[src/rtl/sec_codeword_assembler.sv]
// Byte-serial front end for the 32-bit SEC datapath: gathers 4 data bytes plus an
// optional check byte into one registered codeword; malformed frames are dropped and counted.
module sec_codeword_assembler #(
  parameter int ERR_CNT_W     = 8,
  parameter bit REQUIRE_CHECK = 1'b0
) (
  input  logic                 clk,
  input  logic                 rst_n,
  input  logic                 in_valid,
  output logic                 in_ready,
  input  logic [7:0]           in_data,
  input  logic                 in_last,
  output logic                 out_valid,
  input  logic                 out_ready,
  output logic [0:31]          out_id,
  output logic [0:7]           out_ic,
  output logic                 out_r,
  output logic                 frame_err,
  output logic [ERR_CNT_W-1:0] err_count
);

  typedef enum logic {S_COLLECT, S_DISCARD} state_t;

  state_t               state_q, state_d;
  logic [2:0]           cnt_q, cnt_d;
  logic [0:31]          acc_q, acc_d;
  logic                 valid_q, valid_d;
  logic [0:31]          id_q;
  logic [0:7]           ic_q;
  logic                 r_q;
  logic                 ferr_q;
  logic [ERR_CNT_W-1:0] errc_q;

  logic                 accept, done, bad;
  logic [0:31]          new_id;
  logic [0:7]           new_ic;
  logic                 new_r;

  // Only the byte that could complete a frame waits for the output slot to free up.
  assign in_ready = (state_q == S_DISCARD) | (cnt_q < 3'd3) | ~valid_q | out_ready;
  assign accept   = in_valid & in_ready;

  always_comb begin
    state_d = state_q;
    cnt_d   = cnt_q;
    acc_d   = acc_q;
    done    = 1'b0;
    bad     = 1'b0;
    new_id  = acc_q;
    new_ic  = '0;
    new_r   = 1'b0;
    if (accept) begin
      if (state_q == S_DISCARD) begin
        if (in_last) begin
          bad     = 1'b1;
          cnt_d   = '0;
          state_d = S_COLLECT;
        end
      end else if (in_last) begin
        cnt_d = '0;
        unique case (cnt_q)
          3'd3: begin
            if (REQUIRE_CHECK) bad = 1'b1;
            else begin
              done   = 1'b1;
              new_id = {acc_q[8:31], in_data};
            end
          end
          3'd4: begin
            done   = 1'b1;
            new_ic = in_data;
            new_r  = 1'b1;
          end
          default: bad = 1'b1;
        endcase
      end else if (cnt_q == 3'd5) begin
        state_d = S_DISCARD;
      end else begin
        // Data bytes shift in MSB-first; a fifth byte only advances the count.
        if (cnt_q < 3'd4) acc_d = {acc_q[8:31], in_data};
        cnt_d = cnt_q + 3'd1;
      end
    end
  end

  assign valid_d = done | (valid_q & ~out_ready);

  always_ff @(posedge clk or negedge rst_n) begin
    if (!rst_n) begin
      state_q <= S_COLLECT;
      cnt_q   <= '0;
      acc_q   <= '0;
      valid_q <= 1'b0;
      id_q    <= '0;
      ic_q    <= '0;
      r_q     <= 1'b0;
      ferr_q  <= 1'b0;
      errc_q  <= '0;
    end else begin
      state_q <= state_d;
      cnt_q   <= cnt_d;
      acc_q   <= acc_d;
      valid_q <= valid_d;
      ferr_q  <= bad;
      if (done) begin
        id_q <= new_id;
        ic_q <= new_ic;
        r_q  <= new_r;
      end
      if (bad && (errc_q != '1)) errc_q <= errc_q + 1'b1;
    end
  end

  assign out_valid = valid_q;
  assign out_id    = id_q;
  assign out_ic    = ic_q;
  assign out_r     = r_q;
  assign frame_err = ferr_q;
  assign err_count = errc_q;

endmodule

[config.mk]
export PLATFORM = sky130hd
export DESIGN_NAME = sec_codeword_assembler
export DESIGN_NICKNAME = d
export VERILOG_FILES = /design/src/rtl/sec_codeword_assembler.sv
export SDC_FILE = /design/constraint.sdc
export NUM_CORES = 1
export LEC_CHECK = 0
export ABC_AREA = 1
export CORE_MARGIN = 10
export CORE_UTILIZATION = 40
export CTS_CLUSTER_DIAMETER = 50
export DETAILED_ROUTE_END_ITERATION = 7
export DONT_BUFFER_PORTS = 1
export GPL_TIMING_DRIVEN = 0
export PLACE_DENSITY = 0.58
export RECOVER_POWER = 25
export SYNTH_ARGS = -nofsm -noshare
export SYNTH_HDL_FRONTEND = slang
export SYNTH_SLANG_ARGS = --single-unit
[constraint.sdc]
create_clock -name clk -period 1.5 [get_ports clk]
set_input_delay 0.225 -clock clk [delete_from_list [all_inputs] [get_ports clk]]
set_output_delay 0.225 -clock clk [all_outputs]
set_load 0.02 [all_outputs]
# Word level (Yosys, flattened, before mapping)
# Index checks and enable logic that the tools add are counted.
dict set report totals {
  register_bits 87
  input_bits 13
  out_inout_bits 52
  word_cells 63
}
dict set report op_classes {
  n_eq_ne 6
  n_mux 29
  magnitude_cmp 2
  bitwise_logic 11
  n_addsub 2
  n_reduce_logical 4
}
# operator count
set ops {}
lappend ops {{$mux 32} 4}
lappend ops {{$mux 8} 4}
lappend ops {{$mux 1} 17}
lappend ops {{$mux 3} 4}
lappend ops {{$add 8x1->8 const B} 1}
lappend ops {{$ne 8x8->1 const B} 1}
lappend ops {{$eq 3x3->1 const B} 2}
lappend ops {{$not 1->1} 5}
lappend ops {{$reduce_and 5->1} 1}
lappend ops {{$ne 2x2->1 const B} 2}
lappend ops {{$or 1x1->1} 4}
lappend ops {{$add 3x1->3 const B} 1}
lappend ops {{$eq 3x2->1 const B} 1}
lappend ops {{$lt 3x2->1 const B} 1}
lappend ops {{$lt 3x3->1 const B} 1}
lappend ops {{$reduce_and 3->1} 1}
lappend ops {{$and 1x1->1} 2}
lappend ops {{$reduce_or 2->1} 1}
lappend ops {{$logic_and 1x1->1} 1}

# Logic depth before layout (Yosys ltp)
dict set report logic_depth {
  word_depth 7
  depth_mapped 10
  ltp_nobuf 10
}

# Worst setup path before layout
# No wires, ideal clock.
dict set report synth_path {
  kind {flip-flop to flip-flop}
  from {register cnt_q[0]}
  to {register errc_q[0] (netlist: err_count[0])}
  required_ps 1381
  path_stages_with_launch 11
  synth_period_minus_slack_ps 1583
  setup_time_ps 119
  t_arrival_ps 1465
  n_path_buf 0
  slack_ps -83
  cell_sequence {dfrtp_1 > ha_1 > ha_1 > inv_1 > nand2_1 > nand2_1 > nand2_2 > inv_1 > nand3_1 > nand2_1 > nand2_1}
}
dict set report synth_via {
  elab_chain_len 7
  elab_cells_between_ends 13
  classes_between {1 x order compare; 2 x eq/ne; 4 x mux; 4 x bitwise; 2 x reduce/logical}
}
# item line
set synth_rtl {}
lappend synth_rtl {{start, declared} 25} ;# logic [2:0] cnt_q, cnt_d;
lappend synth_rtl {{start signal, assigned} 101} ;# cnt_q <= cnt_d;
lappend synth_rtl {{$lt 3x2->1 (tied with other cells)} 40} ;# assign in_ready = (state_q == S_DISCARD) | (cnt_q < 3'd3) | ~valid_q | out_ready;
lappend synth_rtl {{$or 1x1->1 or $reduce_or 2->1 (tied branches)} -}
lappend synth_rtl {{$or 1x1->1 or $mux 1 (tied branches)} {40, 61}}
lappend synth_rtl {{$or 1x1->1 or $mux 1 (tied branches)} {40, 59}}
lappend synth_rtl {{$and 1x1->1 or $mux 1 (tied branches)} {41, 53}}
lappend synth_rtl {{$mux 1 *} 52} ;# if (accept) begin
lappend synth_rtl {{$logic_and 1x1->1 *} 110} ;# if (bad && (errc_q != '1)) errc_q <= errc_q + 1'b1;
lappend synth_rtl {{end signal, assigned} 110}
lappend synth_rtl {{end, declared} 32} ;# logic [ERR_CNT_W-1:0] errc_q;
# Every way passes the cells marked *; elsewhere a longest branch is shown, timed or not.
# A chain may end at the register's enable or synchronous reset.

# Worst setup path in the final report
dict set report layout_path {
  from {register cnt_q[0]}
  to {register id_q (netlist bit out_id[19])}
}
dict set report layout_via {
  elab_chain_len 6
  elab_cells_between_ends 16
  classes_between {1 x order compare; 2 x eq/ne; 8 x mux; 4 x bitwise; 1 x reduce/logical}
}
# item line
set layout_rtl {}
lappend layout_rtl {{$lt 3x2->1 (tied with other cells)} 40}
lappend layout_rtl {{$or 1x1->1 or $reduce_or 2->1 (tied branches)} -}
lappend layout_rtl {{$or 1x1->1 or $mux 1 (tied branches)} -}
lappend layout_rtl {{$or 1x1->1 or $mux 1 (tied branches)} {40, 59}}
lappend layout_rtl {{$and 1x1->1 or $mux 1 (tied branches)} {41, 53}}
lappend layout_rtl {{$mux 32 or $mux 1 (tied branches)} 52}
lappend layout_rtl {{end signal, assigned} 106} ;# id_q <= new_id;
lappend layout_rtl {{end, declared} 28} ;# logic [0:31] id_q;
# Several ways; a longest one is shown, not always the timed one.

==> results.py <==
metrics = {
    "run_status": {
        "outcome": "complete, but fails checks",
        "violations": "hold timing, setup timing",
    },
    "floorplanning": {
        "die_w_um": 123,
        "core_area_sq_mm": 0.0103,
        "ioPinCount": 65,
        "num_rows": 37,
        "die_area_sq_mm": 0.0151,
        "die_y_um": 123,
        "initial_core_util_pct": 40.9,
    },
    "hold_path": {
        "hold_path.class": "input port to asynchronous set/reset pin",
    },
    "yosys": {
        "synthSimpleGateAreaFrac_pct": 30.9,
        "synth_commonest_cells": "170 x nand2_1, 87 x dfrtp_1, 61 x inv_1",
        "seq_area_frac_synth_pct": 51.6,
        "yosysTopAreaCell": "dfrtp_1",
        "synthAdderAreaFrac_pct": 1.48,
        "synth_edf_count": 0,
        "avgSynthCellArea_sq_um": 8.24,
        "synth_nets": 530,
        "synthCells": 512,
        "synth_xor_area_share_pct": 0.623,
        "synthFlopType": "dfrtp_1",
        "synthTopCellsByArea": "dfrtp_1 52%, nand2_1 15%, nand4_1 5.9%, nand3_1 5.5%, inv_1 5.4%",
        "synth_most_common_cell": "nand2_1",
        "synth_top_family_by_area": "simple AND/OR/NAND/NOR gates",
        "async_flop_share_pct": 100,
        "synth_mux_area_share_pct": 0,
        "ys_ff_latch": 87,
        "ys_warn_count": 0,
        "synth-compound-area-share_pct": 5.46,
        "synth.distinct_cells": 28,
        "synth.cell_area_sq_mm": 0.00422,
        "synth_top_area_share_pct": 51.6,
    },
    "timing": {
        "setup_viol": 83,
        "timing.final.ws_setup_ns": -0.163,
        "skew_ns": 0.00594,
        "fmax_mhz": 601,
        "min_period_over_period_pct": 111,
        "finalCriticalPeriod_ns": 1.66,
        "max_slew.worst_pin.slew_ns": 0.472,
        "rsz0062_at_grt": "true",
        "relSlewSlack_pct": 68.6,
        "hold_viol_final": 87,
        "whs_ns": -0.448,
        "slew_violations": 0,
        "tns_ns": -9.73,
    },
    "critical_path": {
        "arrival_ns": 1.92,
        "path_max_fanout": 7,
        "path_common_cell": "nand2_2",
        "rr_worst_depth": 11,
        "cp-end-kind": "flop",
        "startpoint_type": "flop",
        "worstSetupPathType": "flop to flop",
        "r2r_end": "out_id[19]$_DFFE_PN0P_",
        "critPathTopFamily": "buffers and inverters",
        "path_cells": "buf_4 -> inv_4 -> ha_4 -> nand2_2 -> nand2_2 -> nand2_2 -> nor2_4 -> inv_4 -> buf_4 -> nand2_1 -> nand2_1",
        "reg2reg_from": "cnt_q[0]$_DFFE_PN0P_",
        "cp_slowest_cell": "dfrtp_1",
        "cp_slowest_stage_delay_ns": 0.42,
        "cp.required_ns": 1.76,
        "r2r_slack_ns": -0.16,
        "cp.buffers_inverters": 4,
    },
    "grt": {
        "grt_antenna_before_repair": 0,
        "grt_pass1_vias": 3633,
        "grt_pass1_wl_mm": 19.2,
        "grt_overflow": 0,
        "grt_max_degree": 88,
        "track_usage_pct": 15.9,
    },
    "routing": {
        "vias": 3705,
        "wl_per_cell_um": 17.4,
        "drt-initial-drc-count": 235,
        "first_pass_iters": 8,
        "drc": 0,
        "drt-vias-per-instance": 5.28,
        "postRouteAntennaNets": 0,
        "wl_mm": 12.2,
    },
    "placed_design": {
        "place_area_sq_mm": 0.00439,
        "portBuffers": 0,
        "hpwl_mm": 7.47,
        "place.gp.congestion": 0.790,
        "place_inst": 648,
    },
    "finish": {
        "nets": 579,
        "drive_gt1_share_pct": 34.6,
        "design_area_sq_mm": 0.00559,
        "syn2layout_area_growth_pct": 32.5,
        "multiInputGateArea_sq_mm": 0.00207,
        "diodes": 0,
        "final_core_util_pct": 54.1,
        "final-seq-area_sq_mm": 0.00218,
        "fillCellCount": 907,
        "fin_cells": 702,
    },
    "clock_tree": {
        "cts_root_buf": "clkbuf_8",
        "clock_latency_ns": 0.36,
        "cts_tree": "built",
        "cts_hold_buf": 1,
        "clk_path_buf_depth": 2,
        "htree_levels": 3,
        "numCtsBuffers": 9,
        "clk_pin_slew_ns": 0.09,
        "cts.sinks": 87,
    },
    "power_and_ir_drop": {
        "ir_drop_uv": 564,
        "cellLeakagePower_uw": 0.00275,
        "p_per_area_mw_per_mm2": 1220,
        "p_total_uw": 6820,
    },
    "job": {
        "maxCapViolCount": 0,
    },
}
worst max-delay path by stage:
stage	from	end	slack, ns	depth (start not counted)
final	cnt_q[0]$_DFFE_PN0P_	out_id[19]$_DFFE_PN0P_	-0.16	11
after global routing	cnt_q[0]$_DFFE_PN0P_	out_id[27]$_DFFE_PN0P_	-0.25	11
after CTS	cnt_q[1]$_DFFE_PN0P_	in_ready	-0.12	5
after detailed placement	out_valid$_DFF_PN0_	out_id[16]$_DFFE_PN0P_	-0.23	8
after global placement	err_count[0]$_DFFE_PN0P_	err_count[0]$_DFFE_PN0P_	-0.22	7
after floorplan	cnt_q[0]$_DFFE_PN0P_	err_count[7]$_DFFE_PN0P_	0.003	10
worst register-to-register path, delay by kind of cell (launching register included):
| kind | cells | cell delay (ns) |
|---|---|---|
| AND/OR/NAND/NOR | 6 | 0.50 |
| buffers and inverters | 4 | 0.52 |
| adder cells (fa/ha/maj) | 1 | 0.13 |
| flip-flops | 1 | 0.42 |
layout make-up:
class	count	area share [%]
inverter	65	4.57
clock inverter	5	1.90
clock buffer	11	2.35
tap	136	3.04
sequential	87	39.0
timing repair buffer	37	6.96
buffer	28	5.15
multi-input combinational	333	37.0
metrics by stage:
step	setup slack [ns]	hold slack, ns
after floorplan	0.00334	-0.0706
final	-0.163	-0.448
after detailed placement	-0.229	-0.0659
after global routing	-0.252	-0.465
after global placement	-0.218	-0.0659
after CTS	-0.119	-0.459
metal layers:
layer  up-vias  wire (um)  GRT usage (%)
li1       1770          -              -
met2        98       5760           24.4
met3        19        840           4.22
met5         -          0              0
met1      1818       5370           21.1
met4         0        273           6.26
sequential cells by signal, summed over array words and instances, names as in the netlist:
name,count
acc_q,32
out_id,32
err_count,8
out_ic,8
cnt_q,3
frame_err,1
out_r,1
out_valid,1
state_q,1
where the power goes:
part           internal (uW)  switching, uW
Combinational            597            797
Sequential              2790            648
Clock                   1110            870
cell families after synthesis:
logic type / after synthesis
adder cells (fa/ha/maj): 5
buffers and inverters: 94
AND/OR/NAND/NOR: 279
AO/OA/AOI/OAI: 44
XOR/XNOR: 3
flip-flops: 87
repair_timing:
action / 4_1_cts / 5_1_grt
pin swaps: 11 / 7
buffers inserted: 22 / 3
gates resized for setup: 104 / 78
cloned: 11 / 2
endpoints found under the hold margin: 88 / 87
endpoints found under the setup margin: 88 / 86
cells in the final DEF, fill, tap and decap left out, types with 2 or more instances in the layout:
cell type / Yosys / layout
clkbuf_1: 3 / 5
nand3b_1: 4 / 4
nand3_4: 1 / 4
nand3_1: 46 / 27
o21ai_0: 2 / 2
o21ai_2: 0 / 15
nand3_2: 2 / 19
dfrtp_2: 0 / 3
nand2_2: 3 / 46
xor2_1: 2 / 2
o21ai_1: 32 / 17
buf_4: 6 / 24
nand4_4: 1 / 2
buf_6: 3 / 22
nand2_4: 0 / 9
inv_2: 2 / 5
o22ai_1: 8 / 8
inv_4: 1 / 4
clkbuf_8: 0 / 9
ha_2: 0 / 2
buf_2: 16 / 4
bufinv_16: 0 / 3
clkbuf_16: 0 / 2
inv_1: 61 / 55
buf_8: 0 / 6
nor2_1: 9 / 5
dfrtp_1: 87 / 84
buf_12: 0 / 2
nand2_1: 170 / 118
nor2_2: 0 / 2
ha_4: 0 / 3
nor2_4: 2 / 4
nand4_1: 40 / 40
Power figures use the tool's default switching activity.
